`src/rtl/io_led_driver.sv`:
```
// io_led_driver: active-low LED drive with full brightness, PWM dim and retriggerable activity flashes
// Ports: CLK clock; RESET sync active-high; ENABLE (0 forces off); _LED_REQ async active-low request
// (0 full on, 1 dim); ACT async activity level (rising edge flashes); _O registered LED (0 lit); STATE OFF/DIM/ON/BLINK.
// Define IO_LED_DRIVER_DIM_EN to build the PWM dim state; without it _LED_REQ=1 selects OFF.
module io_led_driver #(
  parameter int PWM_BITS     = 4,
  parameter int DIM_DUTY     = 4,
  parameter int BLINK_CYCLES = 16
) (
  input  logic       CLK,
  input  logic       RESET,
  input  logic       ENABLE,
  input  logic       _LED_REQ,
  input  logic       ACT,
  output logic       _O,
  output logic [1:0] STATE
);
  localparam int CW = BLINK_CYCLES > 0 ? $clog2(BLINK_CYCLES + 1) : 1;
  typedef enum logic [1:0] {OFF = 2'd0, DIM = 2'd1, ON = 2'd2, BLINK = 2'd3} state_t;
  if (DIM_DUTY < 0 || DIM_DUTY > (1 << PWM_BITS)) begin : g_bad_duty
    $error("DIM_DUTY out of range");
  end
  state_t        r_state, w_next, w_req_state;
  logic [CW-1:0] r_flash, w_flash_next;
  logic [1:0]    r_req_sync, r_act_sync;
  logic          r_act_prev, w_act_edge, w_dim_lit;
  always_ff @(posedge CLK) begin
    r_req_sync <= RESET ? 2'b11 : {r_req_sync[0], _LED_REQ};
    r_act_sync <= RESET ? 2'b00 : {r_act_sync[0], ACT};
    r_act_prev <= RESET ? 1'b0 : r_act_sync[1];
  end
  assign w_act_edge = r_act_sync[1] & ~r_act_prev;
`ifdef IO_LED_DRIVER_DIM_EN
  logic [PWM_BITS-1:0] r_pwm;
  always_ff @(posedge CLK) r_pwm <= RESET ? '0 : r_pwm + 1'b1;
  // one extra bit so DIM_DUTY = 2^PWM_BITS compares as always lit
  assign w_dim_lit   = {1'b0, r_pwm} < (PWM_BITS + 1)'(DIM_DUTY);
  assign w_req_state = r_req_sync[1] ? DIM : ON;
`else
  assign w_dim_lit   = 1'b0;
  assign w_req_state = r_req_sync[1] ? OFF : ON;
`endif
  always_comb begin
    w_next       = w_req_state;
    w_flash_next = '0;
    if (!ENABLE) begin
      w_next = OFF;
    end else if (w_act_edge && r_state != OFF && BLINK_CYCLES > 0) begin
      w_next       = BLINK;
      w_flash_next = CW'(BLINK_CYCLES);
    end else if (r_state == BLINK && r_flash > CW'(1)) begin
      w_next       = BLINK;
      w_flash_next = r_flash - 1'b1;
    end
  end
  always_ff @(posedge CLK) begin
    if (RESET) begin
      r_state <= OFF;
      r_flash <= '0;
      _O      <= 1'b1;
    end else begin
      r_state <= w_next;
      r_flash <= w_flash_next;
      _O      <= r_state == ON ? 1'b0 : r_state == DIM ? ~w_dim_lit : 1'b1;
    end
  end
  assign STATE = r_state;
endmodule

```
`config.mk`:
```
export PLATFORM = sky130hd
export DESIGN_NAME = io_led_driver
export DESIGN_NICKNAME = d
export VERILOG_FILES = /design/src/rtl/io_led_driver.sv
export SDC_FILE = /design/constraint.sdc
export NUM_CORES = 1
export LEC_CHECK = 0
export BUFFER_PORTS_ARGS = -buffer_cell sky130_fd_sc_hd__buf_2
export CORE_AREA = 2 2 39 41
export DETAILED_ROUTE_END_ITERATION = 16
export DIE_AREA = 0 0 41 43
export PLACE_DENSITY = 0.7
export SYNTH_ARGS = -nofsm -noshare
export SYNTH_HDL_FRONTEND = slang
export SYNTH_SLANG_ARGS = --single-unit
```
`constraint.sdc`:
```
create_clock -name CLK -period 1.25 [get_ports CLK]
set_clock_uncertainty 0.1 [all_clocks]
set_input_delay 0.3125 -clock CLK [delete_from_list [all_inputs] [get_ports CLK]]
set_output_delay 0.3125 -clock CLK [all_outputs]
set_load 0.05 [all_outputs]
```
# After elaboration in Yosys (flattened, before gate mapping)

Index checks and enable logic that the tools add are counted.

Bits in registers: 13
Bits of input ports: 5
Output and inout bits: 3
Word-level logic and storage cells: 26

Add/subtract/negate cells: 1
Magnitude comparators: 1
Eq/ne operators: 2
Multiplexer cells: 6
Bitwise operators: 4
Reduce and logical (&&, ||, !) cells: 5

Operators by type and width:

| kind                                                                  | count |
|---|---|
| 5-bit two-way mux                                                     | 2 |
| 2-bit two-way mux                                                     | 3 |
| 5-bit by 1-bit > comparator with 1-bit output (second input constant) | 1 |
| 5-bit by 1-bit subtractor with 5-bit output (second input constant)   | 1 |
| 2-bit equality test (second input constant)                           | 2 |
| 4-bit OR reduction                                                    | 1 |
| 1-bit inverter                                                        | 3 |
| 1-bit logical AND                                                     | 2 |
| 2-bit nonzero test                                                    | 1 |
| 2-bit OR reduction                                                    | 1 |
| 1-bit AND                                                             | 1 |
| 1-bit two-way mux                                                     | 1 |

# Depth between registers and ports, before layout

Gate-level depths: netlist of the first run.

Depth in word-level cells: 4
Mapped depth: 5
Mapped depth without buffers: 5

# Least setup slack after synthesis of the first run

OpenSTA, ideal clock, no wires.

Path type: flip-flop to flip-flop
From: register r_state[1], in the netlist STATE[1]
To: register r_flash[2]
Library setup time: 64 ps
Arrival time: 1167 ps
Data required time: 1086 ps
Path slack: -81 ps
Stages on the path, launching flop included: 4
Path through: dfxtp_1 > and4b_1 > o221ai_2 > nor2_1

Longest elaborated chain between the ends: 4
Elaborated cells on any way between the ends: 6
Classes of those cells: eq/ne (1); bitwise (1); reduce/logical (4)

Ends and longest elaborated chain:

| element                               | line | text |
|---|---|---|
| start, declared                       | 23   | `state_t r_state, w_next, w_req_state;` |
| start signal, assigned                | 62   | `r_state <= w_next;` |
| 2-bit equality test                   | 51   | `end else if (r_state == BLINK && r_flash > CW'(1)) begin` |
| 1-bit logical AND                     | 51   |  |
| 1-bit inverter (no source line)       | n/a  |  |
| 4-bit OR reduction (no source line) * | n/a  |  |
| end signal, assigned                  | 63   | `r_flash <= w_flash_next;` |
| end, declared                         | 24   | `logic [CW-1:0] r_flash, w_flash_next;` |

Mark *: on every way between the ends. The rest lies on a longest branch, timed or not.
A chain may end at the register's enable or synchronous reset.

# Worst setup path in the final report of the first run

From: register r_flash[2]
To: register r_flash[3]

Longest elaborated chain between the ends: 4
Elaborated cells on any way between the ends: 5
Classes of those cells: add/sub (1); order compare (1); bitwise (1); reduce/logical (2)

Ends and longest elaborated chain:

| element                                       | line |
|---|---|
| 5-bit by 1-bit > comparator with 1-bit output | 51 |
| 1-bit logical AND                             | 51 |
| 1-bit inverter (no source line)               | n/a |
| 4-bit OR reduction (no source line)           | n/a |

Several ways; a longest one is shown, not always the timed one.

==> results of run 1 <==
-- kinds of logic (layout without fill, tap and decap cells) --
group	Yosys count	in the layout
xor+xnor	3	3
compound gates	7	7
buf+inv	2	20
flops	13	13
simple gates	19	19
fa+ha+maj	2	2
-- sequential cells by signal, summed over array words and instances, names as in the netlist --
register    cells
_O              1
r_act_sync      2
r_req_sync      2
STATE           2
r_flash         5
r_act_prev      1
-- per-layer routing --
layer | vias to the layer above | track usage
li1 | 191 | -
met1 | 174 | 0.139
met2 | 5 | 0.194
met3 | 2 | 0.0628
met4 | 0 | 0.120
met5 | - | 0
-- cells in the mapped netlist --
cell / instances
dfxtp_1: 13
nor2_1: 6
nor2b_1: 3
xnor2_1: 3
ha_1: 2
inv_1: 2
o21ai_1: 2
or2_2: 2
and4b_1: 1
nand2_1: 1
nand2b_1: 1
nand2b_4: 1
nor3_1: 1
nor3b_1: 1
o21a_1: 1
o21ai_2: 1
o21ba_2: 1
o221ai_2: 1
o22ai_1: 1
or2_1: 1
or3_4: 1
-- worst max-delay path: cells and delay by family, from the launching register on --
| kind | cells | cell delay, ps |
|---|---|---|
| flip-flops | 1 | 320 |
| AO/OA/AOI/OAI | 1 | 240 |
| AND/OR/NAND/NOR | 2 | 470 |
-- how the worst min path moves through the flow --
stage	start	endpoint	slack [ps]
after floorplan	RESET	r_act_prev	280
after global placement	STATE[1]	_O	290
after CTS	_LED_REQ	r_req_sync[0]	110
final	_LED_REQ	r_req_sync[0]	120
after detailed placement	STATE[1]	_O	300
after global routing	_LED_REQ	r_req_sync[0]	110
-- repair_timing --
| action | in CTS | in global routing |
|---|---|---|
| buffers inserted | 1 | 2 |
| gates resized for setup | 8 | 4 |
| cloned | 0 | 0 |
| pin swaps | 1 | 6 |
| setup endpoints to repair | 8 | 7 |
-- power breakdown --
part / internal (W) / switching, W / total, W
logic: 0.0000162 / 0.0000145 / 0.0000308
registers: 0.000419 / 0.00000363 / 0.000423
clock network: 0.000124 / 0.000128 / 0.000252
-- per-stage QoR --
| step | util | hold WS (ps) | power (W) | std cells |
|---|---|---|---|---|
| 2_1_floorplan | - | 284 | 0.000450 | 46 |
| 6_report | 0.487 | 119 | 0.000705 | 80 |
| 4_1_cts | 0.468 | 113 | 0.000718 | 78 |
| 3_5_place_dp | 0.420 | 297 | 0.000464 | 73 |
| 5_1_grt | 0.487 | 105 | 0.000742 | 80 |
| 3_3_place_gp | 0.420 | 288 | 0.000463 | 73 |
-- cell type report --
type,count,area [um2]
flip-flops and latches,13,269
clock buffers,4,26.3
repair buffers,14,103
inverters,2,7.51
well taps,16,20.0
fillers,132,709
multi-input cells,31,249
==> reports/metrics.yaml, run 1 <==
finish:
  antennaDiodeCount: 0
  synthToLayoutAreaGrowth_pct: 36.5
  final_area_um2: 674
  layout_common_cells: "dfxtp_1, buf_4, nor2_1, dfxtp_2, buf_2"
  nets: 72
  drive_gt1_frac: 0.469
yosys:
  synth.yosys.seq_area_share: 0.527
  syn_nets: 53
  muxShareOfSynthArea: 0
  ys_warn_count: 0
  post-synth-top-area-cell: "dfxtp_1"
  syn_area_um2: 494
  synth_area_leaders: "dfxtp_1, xnor2_1, ha_1"
  yosys.area_share.simple: 0.238
  ys_seq_elements: 13
  synth_top_family_by_area: "simple AND/OR/NAND/NOR gates"
  synth-xor-area-share: 0.0532
  synthCells: 46
  synth-compound-area-share: 0.116
  synth_fa_ha_area_frac: 0.0506
  synth_top_area_frac: 0.527
  syn_area_per_cell_um2: 10.7
  synth.distinct_cells: 21
placement:
  place_ws_ps: -31.4
  place_hpwl_um: 625
  dpl_cell_area_um2: 582
  gp_congestion: 0.729
  numPortBuffers: 7
worst_setup_path:
  critPathMaxFanout: 4
  r2r_slack_ps: 9
  r2r_cells: 3
  cpPeakStageDelay_ps: 400
  crit_chain: "or3_4 > o221ai_4 > nor2_1"
  crit_path_top_delay_cell: "or3_4"
  r2r_start: "r_flash[2]"
  arrival_ps: 1300
  end_kind: "register"
  worstSetupEndpoint: "r_flash[3]"
  critPathRequiredTime_ps: 1310
  crit_path_start: "r_flash[2]"
  startpoint_type: "register"
  crit_type: "register to register"
  r2r_end: "r_flash[3]"
route:
  num_vias: 372
  final_antenna_net_count: 0
  routedWlPerCell_um: 10.7
  top_layer: "met4"
  drtIter0Drc: 0
  met1_length_um: 353
  drc: 0
  viasPerCell: 4.65
  finalWirelength_um: 859
  wl_met2_um: 467
  wl_met3_um: 29
  dr.pass1.iters: 1
floorplan:
  coreArea_um2: 1380
  initial_core_util: 0.357
  fp-row-count: 14
  die_x_um: 41
  die-area_um2: 1760
  die_h_um: 43
  io-pin-count: 8
run_status:
  status: "complete, no violations"
clocking:
  cts.reportedPaths.clkPinSlew_ps: 70
  ctsHoldBuffers: 0
  cts_tree: "done"
  htreeDepth: 1
  cts_buffers: 3
  worst_skew_pair.late_latency_ps: 270
  cts_num_sinks: 13
  cts-root-buf: "clkbuf_4"
  clockBufferDepth: 2
flow_run:
  drv_cap: 0
power_and_ir_drop:
  ir_drop_uv: 608
  p_per_area_nw_per_um2: 1050
  p_leak_nw: 0.276
sta:
  rsz0062_at_grt: "true"
  relSlewSlack: 0.791
  finalHoldViolations: 0
  fmax_mhz: 806
  period_minus_slack_ps: 1240
  setup_slack_ps: 9.46
  final.period_utilization: 0.992
  finalMaxSlewViolations: 0
  setup-violations-final: 0
  worst_slew_pin_slew_ps: 313
  fin_setup_tns_ps: 0
global_routing:
  grt_pass1_vias: 376
  grt-ovfl-total: 0
  grt_first_pass_wirelength_um: 1470
  grt_max_degree: 8
  antenna_found_initial: 0
  track_usage: 0.136
worst_hold_path:
  min_path_cells: 2
  hold_class: "input pin to register"
No activity file was read; power rests on OpenSTA's default activity.
==> run 2, diff against run 1 <==
==> constraint.sdc (replaced) <==
create_clock -name CLK -period 1 [get_ports CLK]
set_clock_uncertainty 0.1 [all_clocks]
set_input_delay 0.25 -clock CLK [delete_from_list [all_inputs] [get_ports CLK]]
set_output_delay 0.25 -clock CLK [all_outputs]
set_load 0.05 [all_outputs]
==> run 2 against run 1 <==
  * Count of clock-buffer cells in the layout is the same
  * Final area grew 10%
  * Largest cell class is now multi-input gates
  * Critical path type unchanged
  * Routed wire length shrank 6.1%
  * First-iteration DRC count grew 2
  * The run now ends with setup timing left
  * Die area is the same
  * Total power grew 22%
  * Final cell count grew 1.3%
==> reports/metrics.yaml, run 2 (synthesis results as in run 1) <==
sta:
  finalHoldViolations: 0
  finalMaxSlewViolations: 0
  final.period_utilization: 1.21
  setup_slack_ps: -213
  rsz0062_at_grt: "true"
  setup-violations-final: 10
  relSlewSlack: 0.855
  fmax_mhz: 825
  fin_setup_tns_ps: -1710
  period_minus_slack_ps: 1210
  worst_slew_pin_slew_ps: 217
run_status:
  violations: "setup timing"
  status: "finished with violations"
power_and_ir_drop:
  p_leak_nw: 0.295
  p_per_area_nw_per_um2: 1160
  ir_drop_uv: 758
  power_w: 0.000863
finish:
  drive_gt1_frac: 0.569
  multi_input_area_um2: 288
  final_util: 0.537
  synthToLayoutAreaGrowth_pct: 50.4
  fillCellCount: 129
  antennaDiodeCount: 0
  fin_cells: 81
  seqCellArea_um2: 277
  nets: 73
  layout_commonest_cell: "buf_4"
  final_area_um2: 743
  largest_reg_flops: 5
  layout_common_cells: "buf_4, nor2_1, dfxtp_1, dfxtp_2, buf_2"
  largest_register: "r_flash"
worst_setup_path:
  r2r_slack_ps: -210
  startpoint_type: "register"
  crit_family: "simple AND/OR/NAND/NOR gates"
  r2r_start: "r_flash[2]"
  crit_chain: "or3_4 > o221ai_4 > nor2_1"
  end_kind: "register"
  crit_type: "register to register"
  r2r_end: "r_flash[1]"
  critical_path_depth: 3
  r2r_cells: 3
  critPathMaxFanout: 4
  cp_num_buf_inv: 0
  critPathRequiredTime_ps: 1050
  cpPeakStageDelay_ps: 410
  arrival_ps: 1260
  crit_path_top_delay_cell: "or3_4"
floorplan:
  die_h_um: 43
  initial_core_util: 0.357
  io-pin-count: 8
  die-area_um2: 1760
  fp-row-count: 14
  die_x_um: 41
  coreArea_um2: 1380
worst_hold_path:
  hold_class: "input pin to register"
  min_path_cells: 2
  hold_path_startpoint: "_LED_REQ"
  holdPathEnd: "r_req_sync[0]"
clocking:
  cts.reportedPaths.clkPinSlew_ps: 70
  htreeDepth: 1
  cts_num_sinks: 13
  cts_buffers: 3
  worst_skew_pair.late_latency_ps: 260
  ctsHoldBuffers: 0
  clockBufferDepth: 2
  cts-root-buf: "clkbuf_4"
  cts_tree: "done"
placement:
  gp_congestion: 0.751
  place_hpwl_um: 635
  dpl_cell_area_um2: 631
  placed_cells: 76
  numPortBuffers: 7
route:
  drtIter0Drc: 2
  final_antenna_net_count: 0
  dr.pass1.iters: 4
  viasPerCell: 4.51
  num_vias: 365
  routedWlPerCell_um: 9.96
  drc: 0
  finalWirelength_um: 807
flow_run:
  drv_cap: 0
global_routing:
  track_usage: 0.119
  grt_first_pass_wirelength_um: 1420
  grt_pass1_vias: 362
  grt_max_degree: 8
  antenna_found_initial: 0
  grt-ovfl-total: 0
==> run 2: cell type report <==
class                           instances  share of cell area
Inverter                                2              0.0101
Clock buffer                            4              0.0354
Multi-Input combinational cell         31               0.387
Sequential cell                        13               0.372
Tap cell                               16              0.0269
Timing Repair Buffer                   15               0.168
==> run 2: power by group <==
group,total [W],switching (W),internal [W]
Sequential,0.000524,0.00000416,0.000519
Clock,0.000300,0.000146,0.000154
Combinational,0.0000401,0.0000178,0.0000224
==> run 2: repair_timing <==
item                                    CTS  global route
setup buffers                             1             0
endpoints found under the setup margin   10            10
resized for setup                        17             4
pin swaps                                 5             1
==> run 2: how the worst max path moves through the flow <==
stage                     from          to  slack [ps]
global route        r_flash[2]    STATE[1]        -260
detailed placement  r_flash[4]  r_flash[3]        -230
CTS                 r_flash[2]  r_flash[3]        -210
global placement    r_flash[4]  r_flash[3]        -210
finish              r_flash[2]  r_flash[1]        -210
floorplan           r_flash[2]  r_flash[0]        -190
==> run 2: stage by stage <==
step	setup WS, ps	hold WS, ps
floorplan	-193	222
global placement	-207	295
detailed placement	-235	298
CTS	-209	51.2
global route	-264	59.0
finish	-213	63.5
==> run 2: per-layer routing <==
metal | vias to the layer above | track usage | part of all wire
met4 | 0 | 0.0600 | 0
met3 | 0 | 0.0314 | 0.046
met5 | - | 0 | 0
met1 | 165 | 0.149 | 0.45
met2 | 7 | 0.181 | 0.50
li1 | 193 | - | -
==> run 2: worst reg2reg max path: stages (launching register included) <==
cell      delay, ps
dfxtp_2         320
or3_4           410
o221ai_4        210
nor2_1           60
